--- config.mk ---
export PLATFORM = sky130hd
export DESIGN_NAME = formant_envelope_gen_flat
export DESIGN_NICKNAME = d
export VERILOG_FILES = /design/src/rtl/formant_envelope_gen_if.sv /design/src/rtl/formant_envelope_gen.sv /design/src/flat_wrapper.sv
export SDC_FILE = /design/constraint.sdc
export NUM_CORES = 1
export LEC_CHECK = 0
export CAP_MARGIN = 25
export CORE_MARGIN = 2
export CORE_UTILIZATION = 30
export DETAILED_ROUTE_END_ITERATION = 8
export DONT_BUFFER_PORTS = 1
export MAX_ROUTING_LAYER = met4
export PLACE_DENSITY = 0.47
export SLEW_MARGIN = 20
export SYNTH_ARGS = -nofsm -noshare
export SYNTH_HDL_FRONTEND = slang
export SYNTH_SLANG_ARGS = --single-unit
export TNS_END_PERCENT = 50
--- constraint.sdc ---
create_clock -name clk_in -period 10.9 [get_ports clk_in]
set_input_delay 2.18 -clock clk_in [delete_from_list [all_inputs] [get_ports clk_in]]
set_output_delay 2.18 -clock clk_in [all_outputs]
set_load 0.01 [all_outputs]
--- src/rtl/formant_envelope_gen_if.sv ---
// Stream bundle between a formant source and the envelope generator:
// formant frame strobe in, envelope bin stream out.
interface formant_envelope_gen_if #(
    parameter int BIT_WIDTH = 32,
    parameter int I         = 160,
    parameter int FORMANTS  = 5
) ();
    localparam int IW = $clog2(I);

    logic                                   formant_valid;
    logic [0:FORMANTS-1][BIT_WIDTH-1:0]     formant_freq;
    logic                                   env_valid;
    logic [BIT_WIDTH-1:0]                   env_data;
    logic [IW-1:0]                          env_index;
    logic                                   env_last;
    logic                                   busy;
    logic                                   dropped;

    modport master (
        output formant_valid, formant_freq,
        input  env_valid, env_data, env_index, env_last, busy, dropped
    );

    modport slave (
        input  formant_valid, formant_freq,
        output env_valid, env_data, env_index, env_last, busy, dropped
    );
endinterface

--- src/rtl/formant_envelope_gen.sv ---
// Regenerates a piecewise-linear spectral envelope (I bins) from one frame of
// formant bin locations, through a 2-stage distance/falloff pipeline.
module formant_envelope_gen #(
    parameter int BIT_WIDTH   = 32,
    parameter int I           = 160,
    parameter int FORMANTS    = 5,
    parameter int PEAK        = 65536,
    parameter int SLOPE_SHIFT = 10,
    parameter int FLOOR       = 1
) (
    input logic                   clk_in,
    input logic                   rst_in,
    formant_envelope_gen_if.slave bus
);
    localparam int IW = $clog2(I);
    localparam int DW = IW + 1;
    localparam logic [BIT_WIDTH-1:0] I_W      = BIT_WIDTH'(I);
    localparam logic [IW-1:0]        LAST_BIN = IW'(I - 1);
    localparam logic [63:0]          PEAK_W   = 64'(PEAK);
    localparam logic [63:0]          FLOOR_W  = 64'(FLOOR);

    typedef enum logic [1:0] {IDLE, RUN, DRAIN} state_t;

    state_t state, state_next;
    logic   busy_q, busy_next;
    logic   accept;
    logic   dropped_q;

    logic [IW-1:0]                      bin_cnt;
    logic [0:FORMANTS-1][BIT_WIDTH-1:0] freq_q;

    // stage 1
    logic                   v1, last1;
    logic [IW-1:0]          idx1;
    logic [FORMANTS-1:0]    present1, present_c;
    logic [DW-1:0]          dist1   [FORMANTS];
    logic [DW-1:0]          dist_c  [FORMANTS];

    // stage 2
    logic                   env_valid_q, env_last_q;
    logic [IW-1:0]          env_index_q;
    logic [BIT_WIDTH-1:0]   env_data_q;
    logic [63:0]            env_c;

    always_comb begin
        state_next = state;
        accept     = 1'b0;
        case (state)
            IDLE: begin
                if (bus.formant_valid && !busy_q) begin
                    accept     = 1'b1;
                    state_next = RUN;
                end
            end
            RUN:     if (bin_cnt == LAST_BIN) state_next = DRAIN;
            // final bin is on the output this cycle, so the pipe is empty after the edge
            DRAIN:   if (env_valid_q && env_last_q) state_next = IDLE;
            default: state_next = IDLE;
        endcase
        busy_next = (state_next != IDLE);
    end

    always_ff @(posedge clk_in) begin
        if (rst_in) begin
            state     <= IDLE;
            busy_q    <= 1'b0;
            dropped_q <= 1'b0;
            bin_cnt   <= '0;
            freq_q    <= '0;
        end else begin
            state     <= state_next;
            busy_q    <= busy_next;
            dropped_q <= bus.formant_valid && busy_q;
            if (accept) begin
                freq_q  <= bus.formant_freq;
                bin_cnt <= '0;
            end else if (state == RUN && bin_cnt != LAST_BIN) begin
                bin_cnt <= bin_cnt + 1'b1;
            end
        end
    end

    always_comb begin
        for (int unsigned k = 0; k < FORMANTS; k++) begin
            logic [DW-1:0] b_ext, f_ext;
            b_ext        = {1'b0, bin_cnt};
            f_ext        = freq_q[k][DW-1:0];
            present_c[k] = (freq_q[k] < I_W);
            dist_c[k]    = (b_ext >= f_ext) ? (b_ext - f_ext) : (f_ext - b_ext);
        end
    end

    always_ff @(posedge clk_in) begin
        if (rst_in) begin
            v1       <= 1'b0;
            last1    <= 1'b0;
            idx1     <= '0;
            present1 <= '0;
            for (int unsigned k = 0; k < FORMANTS; k++) dist1[k] <= '0;
        end else begin
            v1       <= (state == RUN);
            last1    <= (state == RUN) && (bin_cnt == LAST_BIN);
            idx1     <= bin_cnt;
            present1 <= present_c;
            for (int unsigned k = 0; k < FORMANTS; k++) dist1[k] <= dist_c[k];
        end
    end

    // falloff is evaluated wide so large distances saturate at 0 instead of wrapping
    always_comb begin
        env_c = '0;
        for (int unsigned k = 0; k < FORMANTS; k++) begin
            logic [63:0] shifted, contrib;
            shifted = 64'(dist1[k]) << SLOPE_SHIFT;
            contrib = (!present1[k] || shifted >= PEAK_W) ? 64'd0 : (PEAK_W - shifted);
            if (contrib > env_c) env_c = contrib;
        end
        if (env_c < FLOOR_W) env_c = FLOOR_W;
    end

    always_ff @(posedge clk_in) begin
        if (rst_in) begin
            env_valid_q <= 1'b0;
            env_last_q  <= 1'b0;
            env_index_q <= '0;
            env_data_q  <= '0;
        end else begin
            env_valid_q <= v1;
            env_last_q  <= last1;
            if (v1) begin
                env_index_q <= idx1;
                env_data_q  <= env_c[BIT_WIDTH-1:0];
            end
        end
    end

    assign bus.env_valid = env_valid_q;
    assign bus.env_data  = env_data_q;
    assign bus.env_index = env_index_q;
    assign bus.env_last  = env_last_q;
    assign bus.busy      = busy_q;
    assign bus.dropped   = dropped_q;
endmodule

--- src/flat_wrapper.sv ---
// flat-port wrapper written by rule: the top's interface ports become plain ports
module formant_envelope_gen_flat 
#(
    parameter int BIT_WIDTH   = 32,
    parameter int I           = 160,
    parameter int FORMANTS    = 5,
    parameter int PEAK        = 65536,
    parameter int SLOPE_SHIFT = 10,
    parameter int FLOOR       = 1
)
  (clk_in, rst_in, bus_formant_valid, bus_formant_freq, bus_env_valid, bus_env_data, bus_env_index, bus_env_last, bus_busy, bus_dropped);
  formant_envelope_gen_if #(.BIT_WIDTH(BIT_WIDTH), .I(I), .FORMANTS(FORMANTS)) bus_i ();
  input logic clk_in;
  input logic rst_in;
  input wire logic [$bits(bus_i.formant_valid)-1:0] bus_formant_valid;
  input wire logic [$bits(bus_i.formant_freq)-1:0] bus_formant_freq;
  output wire logic [$bits(bus_i.env_valid)-1:0] bus_env_valid;
  output wire logic [$bits(bus_i.env_data)-1:0] bus_env_data;
  output wire logic [$bits(bus_i.env_index)-1:0] bus_env_index;
  output wire logic [$bits(bus_i.env_last)-1:0] bus_env_last;
  output wire logic [$bits(bus_i.busy)-1:0] bus_busy;
  output wire logic [$bits(bus_i.dropped)-1:0] bus_dropped;
  assign bus_i.formant_valid = bus_formant_valid;
  assign bus_i.formant_freq = bus_formant_freq;
  assign bus_env_valid = bus_i.env_valid;
  assign bus_env_data = bus_i.env_data;
  assign bus_env_index = bus_i.env_index;
  assign bus_env_last = bus_i.env_last;
  assign bus_busy = bus_i.busy;
  assign bus_dropped = bus_i.dropped;
  formant_envelope_gen #(.BIT_WIDTH(BIT_WIDTH), .I(I), .FORMANTS(FORMANTS), .PEAK(PEAK), .SLOPE_SHIFT(SLOPE_SHIFT), .FLOOR(FLOOR)) u_core (.clk_in(clk_in), .rst_in(rst_in), .bus(bus_i));
endmodule
Yosys cells after proc, flatten, opt, wreduce, memory -nomap -nowiden
Memory sizes are Yosys's and may differ from the RTL's.
Cells that the tools add are included.
{"block": "word_totals", "register_bits": 229, "latch_bits": 0, "ram_bits": 45, "mem_bits_ro": 0, "inputBits": 163, "n_memories": 1}
{"block": "classes", "add_sub_neg": 16, "multipliers": 0, "n_div": 0, "magnitude_cmp": 21, "n_eq_ne": 4, "shift": 0, "muxes": 30, "bitwise_logic": 5, "reduce_logical": 19}
{"memory": "u_core.dist1", "depth": 5, "word_bits": 9, "read_ports": 5, "rd_clocked_by_memory_dff": 0, "write_ports": 5, "line_no": "formant_envelope_gen.sv:36", "rtl": "logic [DW-1:0] dist1 [FORMANTS];"}
{"operator": "64-bit 2-to-1 mux", "n": 10}
{"operator": "64-bit greater-than comparator", "n": 4}
{"operator": "32-bit by 8-bit < comparator with 1-bit output (second input constant)", "n": 5}
{"operator": "17-bit by 19-bit subtractor with 20-bit output (first input constant)", "n": 5}
{"operator": "19-bit by 17-bit greater-or-equal comparator with 1-bit output (second input constant)", "n": 5}
{"operator": "9-bit 2-to-1 mux", "n": 10}
{"operator": "64-bit by 1-bit greater-than comparator with 1-bit output (second input constant)", "n": 1}
{"operator": "64-bit by 1-bit < comparator with 1-bit output (second input constant)", "n": 1}
{"operator": "8-bit by 9-bit greater-or-equal comparator with 1-bit output", "n": 5}
{"operator": "8-bit by 9-bit subtractor with 9-bit output", "n": 5}
{"operator": "9-bit by 8-bit subtractor with 9-bit output", "n": 5}
{"operator": "32-bit 2-to-1 mux", "n": 1}
{"operator": "8-bit by 1-bit adder with 8-bit output (second input constant)", "n": 1}
{"operator": "8-bit == test (second input constant)", "n": 1}
{"operator": "8-bit != test (second input constant)", "n": 1}
{"operator": "1-bit logical NOT", "n": 6}
{"operator": "2-bit 2-to-1 mux", "n": 3}
{"operator": "2-bit case mux with 3 select lines", "n": 1}
{"operator": "1-bit logical AND", "n": 5}
{"operator": "1-bit logical OR", "n": 5}
{"operator": "1-bit 2-to-1 mux", "n": 5}
{"operator": "1-bit bitwise OR", "n": 5}
{"operator": "2-bit by 1-bit == test with 1-bit output (second input constant)", "n": 1}
{"operator": "2-bit == test (second input constant)", "n": 1}
{"operator": "other kinds (3)", "n": 3}

Longest topological paths before layout
Gate-level depths: netlist (run 1).
An unclocked memory read counts as a cell.
{"block": "logic_depth", "word_depth": 16, "depth_mapped": 40}

Worst setup path after synthesis (run 1)
No wires, ideal clock.
{"block": "synth_path", "path_kind": "reg-to-reg", "startpoint": "memory u_core.dist1[0][8] in the netlist's numbering", "endpoint": "register u_core.env_data_q[0] (netlist: u_core.bus.env_data[0])", "setup_ns": 0.096, "t_arrival_ns": 7.423, "required_time_ns": 10.804, "setup_slack_ns": 3.381, "stages_incl_launch_ff": 35, "path_cell_list": "dfxtp_1 -> nor4b_2 -> and3_1 -> inv_1 -> ha_1 -> and4b_1 -> a41oi_1 -> o21a_1 -> mux2_2 -> ha_1 -> nor2b_1 -> o21bai_1 -> a31oi_1 -> o21bai_1 -> clkbuf_1 -> nor2_1 -> a21o_1 -> ha_1 -> and3_1 -> o21ai_0 -> a31oi_1 -> o21ai_0 -> clkbuf_1 -> mux2i_1 -> ha_1 -> a21o_1 -> a211oi_1 -> o21bai_1 -> a2111oi_0 -> or3_1 -> buf_2 -> clkbuf_1 -> a211oi_1 -> a2111o_1 -> o41ai_2"}
{"item": "start: declaration", "line_no": "formant_envelope_gen.sv:36"}
{"item": "end signal: assignment", "line_no": "formant_envelope_gen.sv:132", "rtl": "env_data_q <= env_c[BIT_WIDTH-1:0];"}
{"item": "end: declaration", "line_no": "formant_envelope_gen.sv:42", "rtl": "logic [BIT_WIDTH-1:0] env_data_q;"}

==> results of run 1 <==
-- metal layers --
metal  vias up  GRT usage (%)  wire, µm
met5         -              -         0
met4         0           4.38       903
met3        48           3.16      2470
met2       273           27.1     19300
met1      5848           22.1     19600
li1       6289              -         -
-- sequential cells by signal, indices dropped and copies added, names as in the netlist, 2 cells and up --
signal,flops
u_core.state,2
u_core.bus.env_index,8
u_core.bus.env_data,11
u_core.idx1,8
u_core.dist1,45
u_core.present1,5
u_core.bin_cnt,8
u_core.freq_q,160
-- cells by family (layout without fill, tap and decap cells) --
logic type / count (synthesis) / count (layout) / synth area share, %
muxes: 52 / 52 / 3.87
AOI/OAI and AO/OA: 418 / 418 / 18.1
xor gates and xnor gates: 43 / 43 / 2.55
DFF: 253 / 253 / 34.3
other: 2 / 40 / 0.0508
buffers and inverters: 200 / 163 / 5.69
adders and majority gates: 144 / 144 / 12.7
and+or+nand+nor: 744 / 744 / 22.8
-- stage by stage --
step | power [mW] | utilization, % | instance area [µm²]
2_1_floorplan | 1.58 | - | 14900
3_3_place_gp | 1.69 | 31.5 | 15300
3_5_place_dp | 1.70 | 31.5 | 15300
4_1_cts | 2.82 | 33.7 | 16400
5_1_grt | 2.95 | 33.8 | 16500
6_report | 2.78 | 33.8 | 16500
-- worst register-to-register path: cells and delay by family, from the launching register on --
family	cells	cell delay, ps
buffers and inverters	3	500
AND/OR/NAND/NOR	10	2350
flip-flops	1	300
AO/OA/AOI/OAI	16	4300
adder cells (fa/ha/maj)	4	1230
-- layout make-up --
| type | count | area (µm²) | share of cell area (%) |
|---|---|---|---|
| multi-input cells | 1441 | 9020 | 54.8 |
| flip-flops and latches | 253 | 5060 | 30.8 |
| well taps | 664 | 831 | 5.05 |
| inverters | 101 | 379 | 2.30 |
| clock buffers | 34 | 787 | 4.78 |
| clock inverters | 20 | 293 | 1.78 |
| repair buffers | 8 | 80.1 | 0.487 |
-- where the power goes --
group | total, mW | switching (mW) | internal [mW]
Sequential | 1.07 | 0.0616 | 1.01
Clock | 1.09 | 0.411 | 0.682
Combinational | 0.616 | 0.354 | 0.262
Total | 2.78 | 0.827 | 1.95
-- cell usage after synthesis, types with 14 or more instances --
| master | count | area (µm²) |
|---|---|---|
| nand2_1 | 397 | 1490 |
| dfxtp_1 | 253 | 5060 |
| a21oi_1 | 213 | 1070 |
| ha_1 | 134 | 1680 |
| nor2_1 | 134 | 503 |
| inv_1 | 96 | 360 |
| clkbuf_1 | 66 | 248 |
| o21ai_0 | 34 | 170 |
| mux2_2 | 29 | 327 |
| nor3_1 | 29 | 145 |
| nor4_1 | 29 | 181 |
| xnor2_1 | 29 | 254 |
| a21o_1 | 24 | 180 |
| nor2b_1 | 24 | 150 |
| nand3_1 | 22 | 110 |
| buf_4 | 21 | 158 |
| and2_1 | 20 | 125 |
| nand4_1 | 19 | 119 |
| a211oi_1 | 17 | 128 |
| mux2i_1 | 17 | 170 |
| a31oi_1 | 15 | 93.8 |
| o21a_1 | 15 | 113 |
| xor2_1 | 14 | 123 |
-- worst paths after layout --
kind	to	cells after the start	slack, ps	startpoint
hold reg to reg	u_core.bus.env_last$_SDFF_PP0_	1	450	u_core.last1$_SDFF_PP0_
hold / removal	u_core.bus.env_last$_SDFF_PP0_	1	450	u_core.last1$_SDFF_PP0_
setup / recovery	u_core.bus.env_data[0]$_SDFFE_PP0P_	33	2130	u_core.dist1[0][8]$_SDFF_PP0_
setup reg to reg	u_core.bus.env_data[0]$_SDFFE_PP0P_	33	2130	u_core.dist1[0][8]$_SDFF_PP0_
==> impl_metrics.tcl, run 1 <==
set metrics [dict create \
    status "finished clean" \
    slew_headroom_pct 37.6 \
    ant_nets 0 \
    post_synth.cell_area_avg_um2 7.96 \
    start_kind "register" \
    routedWlPerCell_um 16.8 \
    p_per_area_mw_per_mm2 169 \
    crit_slowest_cell "o21bai_1" \
    drv_cap 0 \
    path_delay_family "compound AO/OA/AOI/OAI gates" \
    synth_cell_types 87 \
    cts_setup_buffers 0 \
    vias_per_cell 4.94 \
    io_buffers 0 \
    arrival_ps 9250 \
    die_w_um 226 \
    antenna_found_initial 0 \
    critPathKind "register to register" \
    ir_worst_vdd_mv 0.111 \
    grt.overflow.total 0 \
    antenna_cells 0 \
    core_mm2 0.0487 \
    ys.flop_type "dfxtp_1" \
    grt_pass1_wl_um 66800 \
    holdBufCountCts 0 \
    fin_ws_ps 2130 \
    clock_sinks 253 \
    finalSetupViolCount 0 \
    drv_slew 0 \
    layout_commonest_cell "nand2_1" \
    synthesis.area_mm2 0.0148 \
    via_count 12500 \
    die_y_um 226 \
    grtUsageTotal_pct 17.0 \
    row_count 81 \
    path_buf_inv 3 \
    ctsResizeCount 0 \
    htree_levels 1 \
    cpMostUsedCell "ha_1" \
    crit_required_ps 11380 \
    rsz0062_at_grt "false" \
    layout_common_cells "nand2_1 (397), dfxtp_1 (253), a21oi_1 (213)" \
    initial_core_util_pct 30.3 \
    end_kind "register" \
    clkTransAtPathRegs_ps 60 \
    clock-root-buffer "clkbuf_16" \
    finalSetupTns_ps 0 \
    finalCritPeriodShare_pct 80.4 \
    layout_min_cycle_time_ps 8770 \
    p_leak_nw 6.55 \
    drc 0 \
    gp_congestion 0.879 \
    synthCells 1856 \
    drive_above_1_share_pct 6.46 \
    final_hold_viol_count 0 \
    async_flop_share_pct 0 \
    wl_um 42300 \
    ys_seq_elements 253 \
    dp_slack_ps 2290 \
    hold_path_class "register to register" \
    whs_ps 446 \
    finalNonFillerCells 2521 \
    dr.first_iter.drc_count 715 \
    area_delta_synth_final_pct 11.4 \
    skew_ps 12.0 \
    cts_tree "yes" \
    cts.path.max_buffers 3 \
    cts-buffers-inserted 30 \
    critPathMaxStageDelay_ps 690 \
    dieArea_mm2 0.0510 \
    ioPinCount 207 \
    yosysSeqAreaShare_pct 34.3 \
    synth_edf_count 0 \
    cp_max_fo 16 \
    dp_hpwl_um 31100 \
    grt_start_max_net_pins 253 \
    final_nets 2142 \
    yosys_warnings 0 \
    clkLatencyLatePin_ps 580 \
    max_freq_mhz 114 \
    firstDrtPassIters 5 \
    max_slew.worst_pin.slew_ps 936 \
    placedCellCount 2466 \
    fill_cells 5260 \
    grt_pass1_vias 12200 \
]
Note: power is estimated with default switching activity, not from simulation.
==> run 2, diff against run 1 <==
- clock period: 10.9 -> 8.5 ns (I/O delays scaled with it)
==> run 2 against run 1 <==
Effect of this change: register-to-register slack lost 1600 ps; largest power group unchanged; first-iteration DRC count down 2.1%; highest routed layer unchanged; cell area is 0.89% higher; via count is 0.36% lower; non-clock buffer count rose by 9; clock-buffer cell count increased by 8; global-route usage is essentially flat; critical path type unchanged; clock skew up 28 ps; sequential power is 28% higher; sequential cell count unchanged.
==> impl_metrics.tcl, run 2 (synthesized netlist as in run 1, its figures left out) <==
set metrics [dict create \
    status "finished clean" \
    register_area_mm2 0.00506 \
    vias_per_cell 4.89 \
    cts.path.max_buffers 3 \
    layout_min_cycle_time_ps 7940 \
    layout_commonest_cell "nand2_1" \
    antenna_found_initial 3 \
    grt_pass1_wl_um 66900 \
    clock-root-buffer "clkbuf_16" \
    clkTransAtPathRegs_ps 70 \
    finalSetupTns_ps 0 \
    dp_slack_ps -20.9 \
    fill_cells 5162 \
    clkLatencyLatePin_ps 590 \
    htree_levels 1 \
    stdcell_area_mm2 0.0166 \
    via_count 12400 \
    critPathKind "register to register" \
    p_sw_share_pct 30.1 \
    dp_hpwl_um 31200 \
    slew_headroom_pct 42.2 \
    row_count 81 \
    placedCellCount 2473 \
    fin_util_pct 34.1 \
    ioPinCount 207 \
    p_leak_nw 6.61 \
    fin_ws_ps 563 \
    p_int_mw 2.50 \
    finalNonFillerCells 2537 \
    die_w_um 226 \
    finalCritPeriodShare_pct 93.4 \
    core_mm2 0.0487 \
    p_seq_share_pct 38.3 \
    cts_tree "yes" \
    max_freq_mhz 126 \
    cpMostUsedCell "ha_1" \
    power_frac_clock_pct 39.3 \
    grt_start_max_net_pins 253 \
    max_slew.worst_pin.slew_ps 865 \
    dpl-instance-area_mm2 0.0154 \
    grt.overflow.total 0 \
    top_layer_used "met4" \
    dr.first_iter.drc_count 700 \
    drv_slew 0 \
    finalSetupViolCount 0 \
    r2r_cells 36 \
    skew_ps 40.2 \
    start_kind "register" \
    crit_required_ps 9000 \
    drv_cap 0 \
    final_nets 2152 \
    power.switching_mw 1.08 \
    ant_nets 0 \
    initial_core_util_pct 30.3 \
    critPathMaxStageDelay_ps 430 \
    largest_reg_flops 160 \
    firstDrtPassIters 5 \
    routedWlPerCell_um 16.7 \
    final_hold_viol_count 0 \
    route.met3.wl_um 2570 \
    hold_depth 1 \
    arrival_ps 8440 \
    hold_path_class "register to register" \
    die_y_um 226 \
    multi_input_area_mm2 0.00906 \
    cts-buffers-inserted 31 \
    clock_sinks 253 \
    p_per_area_mw_per_mm2 216 \
    dieArea_mm2 0.0510 \
    layout_common_cells "nand2_1 (397), dfxtp_1 (253), a21oi_1 (212)" \
    dr_wl_met2_um 19100 \
    crit_slowest_cell "or3_4" \
    grt_pass1_vias 12200 \
    gp_congestion 0.873 \
    drive_above_1_share_pct 7.38 \
    wl_met1_um 19900 \
    area_delta_synth_final_pct 12.4 \
    grtUsageTotal_pct 17.0 \
    cp_max_fo 11 \
    ir_worst_vdd_mv 0.165 \
    wl_um 42500 \
    comb_power_share_pct 22.4 \
    rsz0062_at_grt "false" \
    end_kind "register" \
    largest-register "u_core.freq_q" \
    io_buffers 0 \
    drc 0 \
]
==> run 2: cell count changes in the layout (fill, tap and decap cells not counted), moves of 2 or more <==
| cell | previous run | this run |
|---|---|---|
| inv_6 | 1 | 4 |
| buf_2 | 0 | 2 |
| diode_2 | 0 | 3 |
| clkinv_2 | 8 | 2 |
| clkbuf_8 | 0 | 8 |
| buf_4 | 7 | 13 |
| bufinv_16 | 7 | 4 |
==> run 2: layout make-up <==
class,instances,share of cell area (%)
repair buffers,17,0.934
clock inverters,16,1.30
diodes,3,0.0452
multi-input cells,1441,54.5
flip-flops and latches,253,30.5
clock buffers,42,5.40
well taps,664,5.00
inverters,101,2.28
==> run 2: stage by stage <==
step / hold WS, ps / power (mW)
after floorplan: 414 / 2.03
after global placement: 431 / 2.18
after detailed placement: 434 / 2.18
after CTS: 448 / 3.61
after global routing: 465 / 3.80
final: 450 / 3.58
==> run 2: worst max-delay path: cells and delay by family, from the launching register on <==
kind / cells / cell delay [ps]
fa+ha+maj: 5 / 1360
buf+inv: 4 / 560
flops: 1 / 360
simple gates: 7 / 1340
compound gates: 18 / 3580
mux: 2 / 700
==> run 2: final timing paths <==
path,slack [ps],start,endpoint
worst max-delay path,560,u_core.dist1[0][9]$_SDFF_PP0_,u_core.bus.env_data[0]$_SDFFE_PP0P_
worst min-delay path,450,u_core.last1$_SDFF_PP0_,u_core.bus.env_last$_SDFF_PP0_
worst max register to register,560,u_core.dist1[0][9]$_SDFF_PP0_,u_core.bus.env_data[0]$_SDFFE_PP0P_
worst min register to register,450,u_core.last1$_SDFF_PP0_,u_core.bus.env_last$_SDFF_PP0_
==> run 2: routing by layer <==
layer	GRT usage, %	up-vias
li1	-	6335
met3	3.51	47
met4	4.53	0
met5	-	-
met2	26.6	263
met1	22.4	5768
==> run 2: what timing repair did <==
item / CTS / global route
cloned: 0 / 0
hold buffers: 0 / 0
pin swaps: 0 / 2
setup endpoints to repair: 1 / 8
setup buffers: 0 / 2
gates resized for setup: 1 / 6
==> run 2: power groups by stage <==
stage          Clock, mW  Combinational, mW  Sequential, mW
4_1_cts             1.45              0.793            1.37
3_5_place_dp           0              0.787            1.40
3_3_place_gp           0              0.783            1.40
2_1_floorplan          0              0.656            1.37
6_report            1.41              0.803            1.37
5_1_grt             1.50              0.910            1.39
